<file path="src/rtl/mem_arbiter_if.sv">
// rtl/mem_arbiter_if.sv - request/RAM bus bundle for mem_arbiter
interface mem_arbiter_if #(
    parameter int unsigned WORD_W = 32
);
    logic              iREN;
    logic [WORD_W-1:0] iaddr;
    logic [WORD_W-1:0] iload;
    logic              iwait;
    logic              dREN;
    logic              dWEN;
    logic [WORD_W-1:0] daddr;
    logic [WORD_W-1:0] dstore;
    logic [WORD_W-1:0] dload;
    logic              dwait;
    logic              ramREN;
    logic              ramWEN;
    logic [WORD_W-1:0] ramaddr;
    logic [WORD_W-1:0] ramstore;
    logic [WORD_W-1:0] ramload;
    logic [1:0]        ramstate;

    modport master (
        input  iREN, iaddr, dREN, dWEN, daddr, dstore, ramload, ramstate,
        output iload, iwait, dload, dwait, ramREN, ramWEN, ramaddr, ramstore
    );

    modport slave (
        output iREN, iaddr, dREN, dWEN, daddr, dstore, ramload, ramstate,
        input  iload, iwait, dload, dwait, ramREN, ramWEN, ramaddr, ramstore
    );
endinterface

</file>
<file path="src/rtl/mem_arbiter.sv">
// rtl/mem_arbiter.sv - fetch/data arbiter for the shared RAM port with starvation guard
// Optional performance counters enabled by MEM_ARBITER_PERF_EN.
module mem_arbiter #(
    parameter int unsigned STARVE_LIMIT = 4,
    parameter int unsigned WORD_W       = 32
) (
    input  logic          CLK,
    input  logic          nRST,
    mem_arbiter_if.master bus
`ifdef MEM_ARBITER_PERF_EN
    ,
    output logic [31:0]   icount,
    output logic [31:0]   dcount,
    output logic [31:0]   stallcount
`endif
);
    localparam logic [1:0] IDLE  = 2'd0;
    localparam logic [1:0] I_GNT = 2'd1;
    localparam logic [1:0] D_GNT = 2'd2;

    localparam logic [1:0] RAM_ACCESS = 2'd2;

    localparam logic [3:0]        LIMIT  = STARVE_LIMIT[3:0];
    localparam logic [WORD_W-1:0] ZERO_W = '0;

    logic [1:0] state_q, state_d;
    logic [3:0] starve_q, starve_d;
    logic       d_req;
    logic       force_i;
    logic       access;
    logic       i_done;
    logic       d_done;

    assign d_req   = bus.dREN | bus.dWEN;
    assign force_i = (starve_q == LIMIT) & bus.iREN;
    assign access  = (bus.ramstate == RAM_ACCESS);
    assign i_done  = (state_q == I_GNT) & access;
    assign d_done  = (state_q == D_GNT) & access;

    always_comb begin
        state_d = state_q;
        case (state_q)
            IDLE: begin
                if (d_req && !force_i) begin
                    state_d = D_GNT;
                end else if (bus.iREN) begin
                    state_d = I_GNT;
                end
            end
            I_GNT:   if (access || !bus.iREN) state_d = IDLE;
            D_GNT:   if (access || !d_req)    state_d = IDLE;
            default: state_d = IDLE;
        endcase
    end

    // Counts data grants that jumped ahead of a waiting fetch.
    always_comb begin
        starve_d = starve_q;
        if (!bus.iREN) begin
            starve_d = 4'd0;
        end else if (state_q == IDLE && state_d == I_GNT) begin
            starve_d = 4'd0;
        end else if (state_q == IDLE && state_d == D_GNT && starve_q < LIMIT) begin
            starve_d = starve_q + 4'd1;
        end
    end

    always_ff @(posedge CLK or negedge nRST) begin
        if (!nRST) begin
            state_q  <= IDLE;
            starve_q <= 4'd0;
        end else begin
            state_q  <= state_d;
            starve_q <= starve_d;
        end
    end

    // RAM side decodes straight from registered state so reset clears it at once.
    always_comb begin
        bus.ramREN   = 1'b0;
        bus.ramWEN   = 1'b0;
        bus.ramaddr  = ZERO_W;
        bus.ramstore = ZERO_W;
        case (state_q)
            I_GNT: begin
                bus.ramREN  = 1'b1;
                bus.ramaddr = bus.iaddr;
            end
            D_GNT: begin
                bus.ramaddr  = bus.daddr;
                bus.ramREN   = bus.dREN & ~bus.dWEN;
                bus.ramWEN   = bus.dWEN;
                bus.ramstore = bus.dstore;
            end
            default: ;
        endcase
    end

    assign bus.iwait = ~i_done;
    assign bus.dwait = ~d_done;
    assign bus.iload = bus.ramload;
    assign bus.dload = bus.ramload;

`ifdef MEM_ARBITER_PERF_EN
    logic [31:0] icount_q, dcount_q, stall_q;

    always_ff @(posedge CLK or negedge nRST) begin
        if (!nRST) begin
            icount_q <= 32'd0;
            dcount_q <= 32'd0;
            stall_q  <= 32'd0;
        end else begin
            if (i_done)                 icount_q <= icount_q + 32'd1;
            if (d_done)                 dcount_q <= dcount_q + 32'd1;
            if (bus.iREN && bus.iwait)  stall_q  <= stall_q + 32'd1;
        end
    end

    assign icount     = icount_q;
    assign dcount     = dcount_q;
    assign stallcount = stall_q;
`endif
endmodule

</file>
<file path="src/flat_wrapper.sv">
// flat-port wrapper written by rule: the top's interface ports become plain ports
module mem_arbiter_flat 
#(
    parameter int unsigned STARVE_LIMIT = 4,
    parameter int unsigned WORD_W       = 32
)
  (CLK, nRST, bus_iREN, bus_iaddr, bus_dREN, bus_dWEN, bus_daddr, bus_dstore, bus_ramload, bus_ramstate, bus_iload, bus_iwait, bus_dload, bus_dwait, bus_ramREN, bus_ramWEN, bus_ramaddr, bus_ramstore);
  mem_arbiter_if #(.WORD_W(WORD_W)) bus_i ();
  input  logic CLK;
  input  logic nRST;
  input wire logic [$bits(bus_i.iREN)-1:0] bus_iREN;
  input wire logic [$bits(bus_i.iaddr)-1:0] bus_iaddr;
  input wire logic [$bits(bus_i.dREN)-1:0] bus_dREN;
  input wire logic [$bits(bus_i.dWEN)-1:0] bus_dWEN;
  input wire logic [$bits(bus_i.daddr)-1:0] bus_daddr;
  input wire logic [$bits(bus_i.dstore)-1:0] bus_dstore;
  input wire logic [$bits(bus_i.ramload)-1:0] bus_ramload;
  input wire logic [$bits(bus_i.ramstate)-1:0] bus_ramstate;
  output wire logic [$bits(bus_i.iload)-1:0] bus_iload;
  output wire logic [$bits(bus_i.iwait)-1:0] bus_iwait;
  output wire logic [$bits(bus_i.dload)-1:0] bus_dload;
  output wire logic [$bits(bus_i.dwait)-1:0] bus_dwait;
  output wire logic [$bits(bus_i.ramREN)-1:0] bus_ramREN;
  output wire logic [$bits(bus_i.ramWEN)-1:0] bus_ramWEN;
  output wire logic [$bits(bus_i.ramaddr)-1:0] bus_ramaddr;
  output wire logic [$bits(bus_i.ramstore)-1:0] bus_ramstore;
  assign bus_i.iREN = bus_iREN;
  assign bus_i.iaddr = bus_iaddr;
  assign bus_i.dREN = bus_dREN;
  assign bus_i.dWEN = bus_dWEN;
  assign bus_i.daddr = bus_daddr;
  assign bus_i.dstore = bus_dstore;
  assign bus_i.ramload = bus_ramload;
  assign bus_i.ramstate = bus_ramstate;
  assign bus_iload = bus_i.iload;
  assign bus_iwait = bus_i.iwait;
  assign bus_dload = bus_i.dload;
  assign bus_dwait = bus_i.dwait;
  assign bus_ramREN = bus_i.ramREN;
  assign bus_ramWEN = bus_i.ramWEN;
  assign bus_ramaddr = bus_i.ramaddr;
  assign bus_ramstore = bus_i.ramstore;
  mem_arbiter #(.STARVE_LIMIT(STARVE_LIMIT), .WORD_W(WORD_W)) u_core (.CLK(CLK), .nRST(nRST), .bus(bus_i));
endmodule
</file>
<file path="config.mk">
export PLATFORM = sky130hd
export DESIGN_NAME = mem_arbiter_flat
export DESIGN_NICKNAME = d
export VERILOG_FILES = /design/src/rtl/mem_arbiter_if.sv /design/src/rtl/mem_arbiter.sv /design/src/flat_wrapper.sv
export SDC_FILE = /design/constraint.sdc
export NUM_CORES = 1
export LEC_CHECK = 0
export CAP_MARGIN = 15
export CORE_AREA = 2 2 104 106
export CTS_BUF_LIST = sky130_fd_sc_hd__clkbuf_8 sky130_fd_sc_hd__clkbuf_16
export DETAILED_ROUTE_END_ITERATION = 7
export DIE_AREA = 0 0 106 108
export HOLD_SLACK_MARGIN = 0.02
export SYNTH_ARGS = -nofsm -noshare
export SYNTH_HDL_FRONTEND = slang
export SYNTH_SLANG_ARGS = --single-unit
</file>
<file path="constraint.sdc">
create_clock -name CLK -period 6.2 [get_ports CLK]
set_input_delay 0.62 -clock CLK [delete_from_list [all_inputs] [get_ports CLK]]
set_output_delay 0.62 -clock CLK [all_outputs]
set_load 0.005 [all_outputs]
</file>
### After elaboration in Yosys (flattened, before gate mapping)

Index checks and enable logic that the tools add are counted.

| storage, ports and cells | value |
|---|---|
| bits of input ports | 135 |
| word-level logic and storage cells | 41 |
| flip-flop bits (word level) | 6 |
| bits in latches | 0 |
| memory bits (writable) | 0 |
| memories | 0 |
| ROM bits | 0 |
| output and inout port bits | 132 |

| operators by class | value |
|---|---|
| reduce and logical (&&, ||, !) cells | 10 |
| muxes and demuxes | 12 |
| bitwise gates (word level) | 8 |
| shift operators | 0 |
| div/mod/pow operators | 0 |
| magnitude comparators | 1 |
| eq/ne operators | 7 |
| add/sub/neg operators | 1 |
| multiply operators | 0 |

Operators with widths:

| cell | count |
|---|---|
| 32-bit one-hot mux with 2 select lines | 1 |
| 32-bit 2-to-1 mux | 1 |
| 4-bit 2-to-1 mux | 3 |
| 2-bit 2-to-1 mux | 4 |
| 2-bit equality test (second input constant) | 3 |
| 2-bit one-hot mux with 3 select lines | 1 |
| 4-bit by 1-bit adder with 4-bit output (second input constant) | 1 |
| 1-bit AND | 4 |
| 2-bit by 1-bit equality test with 1-bit output (second input constant) | 2 |
| 4-bit by 3-bit equality test with 1-bit output (second input constant) | 1 |
| 1-bit logical AND | 4 |
| 4-bit by 3-bit less-than comparator with 1-bit output (second input constant) | 1 |
| 1-bit logical NOT | 3 |
| 3-bit by 1-bit != test with 1-bit output (second input constant) | 1 |
| 1-bit NOT | 3 |
| 2-bit logical NOT | 1 |
| 1-bit logical OR | 2 |
| 1-bit one-hot mux with 2 select lines | 1 |
| 1-bit 2-to-1 mux | 1 |
| 1-bit bitwise OR | 1 |

### Logic depth before layout (Yosys ltp)

| depth | value |
|---|---|
| word-level depth | 12 |
| gate-level depth with buffers | 8 |
| gate-level depth less buffers | 7 |

### Worst setup path before layout

Ideal clock, no wire load.

| timing path | value |
|---|---|
| kind | reg2out |
| start | register u_core.state_q[0] |
| end | output port bus_ramstore[22] |
| stages on the path, launching flop included | 7 |
| setup slack | 4175 ps |
| data required time | 5580 ps |
| buffers on the path | 3 |
| arrival | 1405 ps |
| path through | dfrtp_1 > inv_1 > ha_1 > buf_2 > clkbuf_1 > clkbuf_1 > and2_1 |

| on the way | value |
|---|---|
| word-level cells in the longest chain between the ends | 2 |

Ends and longest elaborated chain:

| what | line | source |
|---|---|---|
| from (decl) | mem_arbiter.sv:26 | `logic [1:0] state_q, state_d;` |
| from (signal assigned) | mem_arbiter.sv:73 | `state_q <= state_d;` |
| 2-bit equality test | mem_arbiter.sv:84 | `case (state_q)` |
| 32-bit 2-to-1 mux | mem_arbiter.sv:84 |  |
| to (decl) | flat_wrapper.sv:26 | `output wire logic [$bits(bus_i.ramstore)-1:0] bus_ramstore;` |

No other way between the ends.

### Worst setup path in the final report

| timing path | value |
|---|---|
| start | register u_core.state_q[1] |
| end | output port bus_ramaddr[3] |

| on the way | value |
|---|---|
| word-level cells in the longest chain between the ends | 2 |
| elaborated cells between the ends (all ways) | 3 |
| classes of those cells | 2 x eq/ne; 1 x mux |

Ends and longest elaborated chain:

| what | line | source |
|---|---|---|
| 2-bit equality test or 2-bit by 1-bit equality test with 1-bit output (tied branches) | mem_arbiter.sv:84 |  |
| 32-bit one-hot mux with 2 select lines * | mem_arbiter.sv:84 |  |
| to (decl) | flat_wrapper.sv:25 | `output wire logic [$bits(bus_i.ramaddr)-1:0] bus_ramaddr;` |

Mark *: on every way between the ends. The rest lies on a longest branch, timed or not.

==> results <==
- The total power draw is 0.864 mW.
- The cell row count is 37.
- The die footprint is 0.0114 sq mm.
- The arrival time at the worst endpoint is around 2500 ps.
- The critical path goes through inv_1 > ha_1 > buf_4 > a22oi_1 > nor2b_1 > clkdlybuf4s50_1.
- CTS built an H-tree with a depth of 1.
- After detailed routing, the number of remaining DRC violations is 0.
- The post-CTS repair timing setup buffer count is 0.
- The cell count after synthesis is ~230.
- The clock passes through at most 2 buffers.
- Across the routed clock network, the largest skew measured is 0.178 ps.
- The mean number of vias per cell is 4.12.
- The most common cell in the synthesized netlist is sky130_fd_sc_hd__buf_4.
- Once detail routing completed, the nets flagged for antenna violations numbered 0.
- The setup TNS is 0 ps.
- The hold-fix buffer count after cts is 0.
- The post-layout minimum cycle time is 3120 ps.
- Summing all flip-flop and latch instances after layout gives 150 sq um.
- On the critical path, the stage with the largest delay is an instance of sky130_fd_sc_hd__clkdlybuf4s50_1.
- The run finished with clean final reports.
- Dividing the synthesized area by the synthesized cell count gives 7.22 sq um.
- The routed layout has 1,916 vias.
- The kind of capture point of the worst setup path is a primary output.
- The number of synthesized flops with an enable pin is 0.
- The leakage power total is around 1.1 nW.
- For met1 alone, demand over resource in global routing was between 10% and 20%.
- The number of cells on the worst reg-to-reg path is 7.
- In this run the most used layer during global routing was met2.
- The total of buffers placed on input and output ports is 170.
- The number of buffer and inverter instances along the worst setup path is 3.
- Ranked by instance count, the synthesized netlist is headed by sky130_fd_sc_hd__buf_4, sky130_fd_sc_hd__and2_1, sky130_fd_sc_hd__nor2b_1.
- Among all flip-flop cells after synthesis, the most frequent one is sky130_fd_sc_hd__dfrtp_1.
- The total global-route track usage is 11.5%.
- The number of distinct standard cells referenced by the synthesized netlist is 31.
- The flip-flop and latch count after synthesis is 6.
- The via count of the first global-routing pass is 1,957.
- The global routing usage on met3 is 3.25%.
- Of all flip-flops after synthesis, the portion carrying an async set or reset was 100%.
- The worst setup path category is register to primary output.
- The area growth from synthesis to layout is 83.3%.
- The final setup slack of the worst path is 3080 ps.
- By area the synthesized netlist is led by sky130_fd_sc_hd__buf_4, sky130_fd_sc_hd__a22oi_1, sky130_fd_sc_hd__and2_1, sky130_fd_sc_hd__nor2b_1, sky130_fd_sc_hd__dfrtp_1.
- Summed over all instances, the cell type with the most area after synthesis is sky130_fd_sc_hd__buf_4.
- The share of cells above drive strength 1 is 3.05%.
- The sequential cell area fraction in the yosys report is 8.92%.
- For this configuration, the core starts out at a cell density of 16.4%.
- Of the available clock period, the critical path in the final layout requires 50.3%.
- The number of hold violations in the final report is 0.
- CTS saw 6 sinks.
- The startpoint type of the worst setup path is a register.
- After filler insertion, the fill cell instance count of the layout stands at 1,090.
- The routed length per placed instance is 15.6 um.
- The number of iterations in the first detailed-routing pass is 3.
- The half-perimeter wire length of the detailed placement result is roughly 5.8 mm.
- The floorplan step set the die width to 106 um.
- The TritonCTS clock tree is built.
- Entering global routing, the biggest net connects 70 pins.
- The longest individual stage delay on the worst path is 530 ps.
- TritonCTS created 3 clock buffers.
- The final setup violation count is 0.
- During I/O placement, the number of pins put on the boundary was 267.
- At the end of routability-driven placement, the weighted congestion stood at 0.787.
- After floorplanning, the core was sized to cover 0.0102 sq mm.
- Measured against its own limit, the worst slew margin works out to 39.4%.
- The total congestion overflow after global routing is 0.
- Clock-pin slew was measured on the worst setup and hold paths at approximately 30 ps.
- The total power divided by cell area is between 200 and 300 mW/mm^2.
- In the final layout, the multi-input gates occupy 966 sq um.
- For met2 alone, demand over resource in global routing was 21.8%.
- After the first detailed-routing iteration, the DRC count stood at 59.
- The class of the most critical hold timing path is register to register.
- The required time of the critical path is 5580 ps.
- Synthesis produced a netlist with a net count of 374.
- The die height is approximately 110 um.
- After detailed routing, the total wire length is 7.27 mm.
- The first global-routing pass estimated between 10 and 15 mm of wire.
- Yosys printed 0 warnings.
- The worst-case IR drop observed on VDD is 0.181 mV.
- Of all nets on the critical path, the largest fanout is 28.
- Gates resized during post-CTS repair numbered 0.
- In this run the biggest area consumer among cell types represents ~29% of the synthesized area.
- The maximum clock frequency is 321 MHz.
- The setup slack at placement is 3100 ps.
- Setup repair after global routing left no endpoint under its margin.
- The kind of cell adding the most delay to the critical path is buffers and inverters.
- The number of cells on the worst hold path is 2.
- For the pin with the worst max-slew slack, the measured transition is 910 ps.
- The instance count on the critical path is 6.
- The netlist area before placement is 0.00168 sq mm.
- The clock latency of the later-clocked register in the worst-skew pair is 220 ps.
- The tree is rooted in a sky130_fd_sc_hd__clkbuf_8.
- The number of antenna violations at the first check in global routing is 1.
- The net count of the finished layout is 471.
- The max-capacitance violation count is 0.
- The number of max-slew violations in the final report was 0.
## where the power goes
group	total, mW	switching [mW]	internal, mW
sequential	0.0545	0.00673	0.0477
clock	0.0574	0.0158	0.0416
combinational	0.752	0.298	0.453
total	0.864	0.321	0.543
## final cells by class
class | count | share of cell area (%)
timing repair buffer | 172 | 56.3
multi-input combinational | 142 | 31.3
tap | 136 | 5.51
sequential | 6 | 4.87
clock buffer | 3 | 1.34
inverter | 5 | 0.608
antenna | 1 | 0.0811
## routing by layer
metal	up-vias	routed length (um)
met4	0	99
li1	906	-
met1	867	2860
met5	-	0
met3	12	693
met2	131	3620
## worst paths after layout
kind | startpoint | endpoint | slack, ps
min reg2reg | u_core.starve_q[2] | u_core.starve_q[2] | 520
min in group asynchronous | nRST | u_core.state_q[1] | 650
max in group asynchronous | nRST | u_core.starve_q[2] | 5340
max | u_core.state_q[1] | bus_ramaddr[3] | 3080
min | u_core.starve_q[2] | u_core.starve_q[2] | 520
max reg2reg | u_core.state_q[0] | u_core.starve_q[0] | 3580
## flip-flops by register name (all words and copies together) (netlist names)
| name | count |
|---|---|
| u_core.starve_q | 4 |
| u_core.state_q | 2 |
## cells by family (layout without fill, tap and decap cells)
family	Yosys count	in the layout	synth area share (%)
AND/OR/NAND/NOR	87	87	31.0
adder cells (fa/ha/maj)	6	6	4.46
other	0	1	0
AO/OA/AOI/OAI	46	46	20.1
flip-flops	6	6	8.92
multiplexers	2	2	1.19
XOR/XNOR	1	1	0.521
buffers and inverters	85	180	33.8
## layout by cell type (no fill, tap or decap), drive strengths merged, types with 2 or more instances in the layout
| cell type | Yosys | routed |
|---|---|---|
| a21oi | 3 | 3 |
| nand2 | 7 | 7 |
| or2 | 3 | 3 |
| a211oi | 3 | 3 |
| dfrtp | 6 | 6 |
| and2 | 33 | 33 |
| ha | 6 | 6 |
| inv | 5 | 5 |
| clkdlybuf4s50 | 0 | 170 |
| mux2i | 2 | 2 |
| a22oi | 32 | 32 |
| o21ai | 2 | 2 |
| buf | 70 | 2 |
| nor2b | 33 | 33 |
| clkbuf | 10 | 3 |
| nor2 | 7 | 7 |
## through the flow
stage	cell area, sq um	hold slack, ps	util [%]	instances
2_1_floorplan	1680	324	-	233
3_3_place_gp	3010	494	29.5	460
3_5_place_dp	3010	512	29.5	460
4_1_cts	3060	517	29.9	463
5_1_grt	3080	572	30.1	464
6_report	3090	523	30.2	465
## worst min-delay path, cell delays in order, from the launching register on
cell	delay (ps)
sky130_fd_sc_hd__dfrtp_1	350
sky130_fd_sc_hd__a31oi_1	50
sky130_fd_sc_hd__nor2_1	80
No activity file was read; power rests on OpenSTA's default activity.
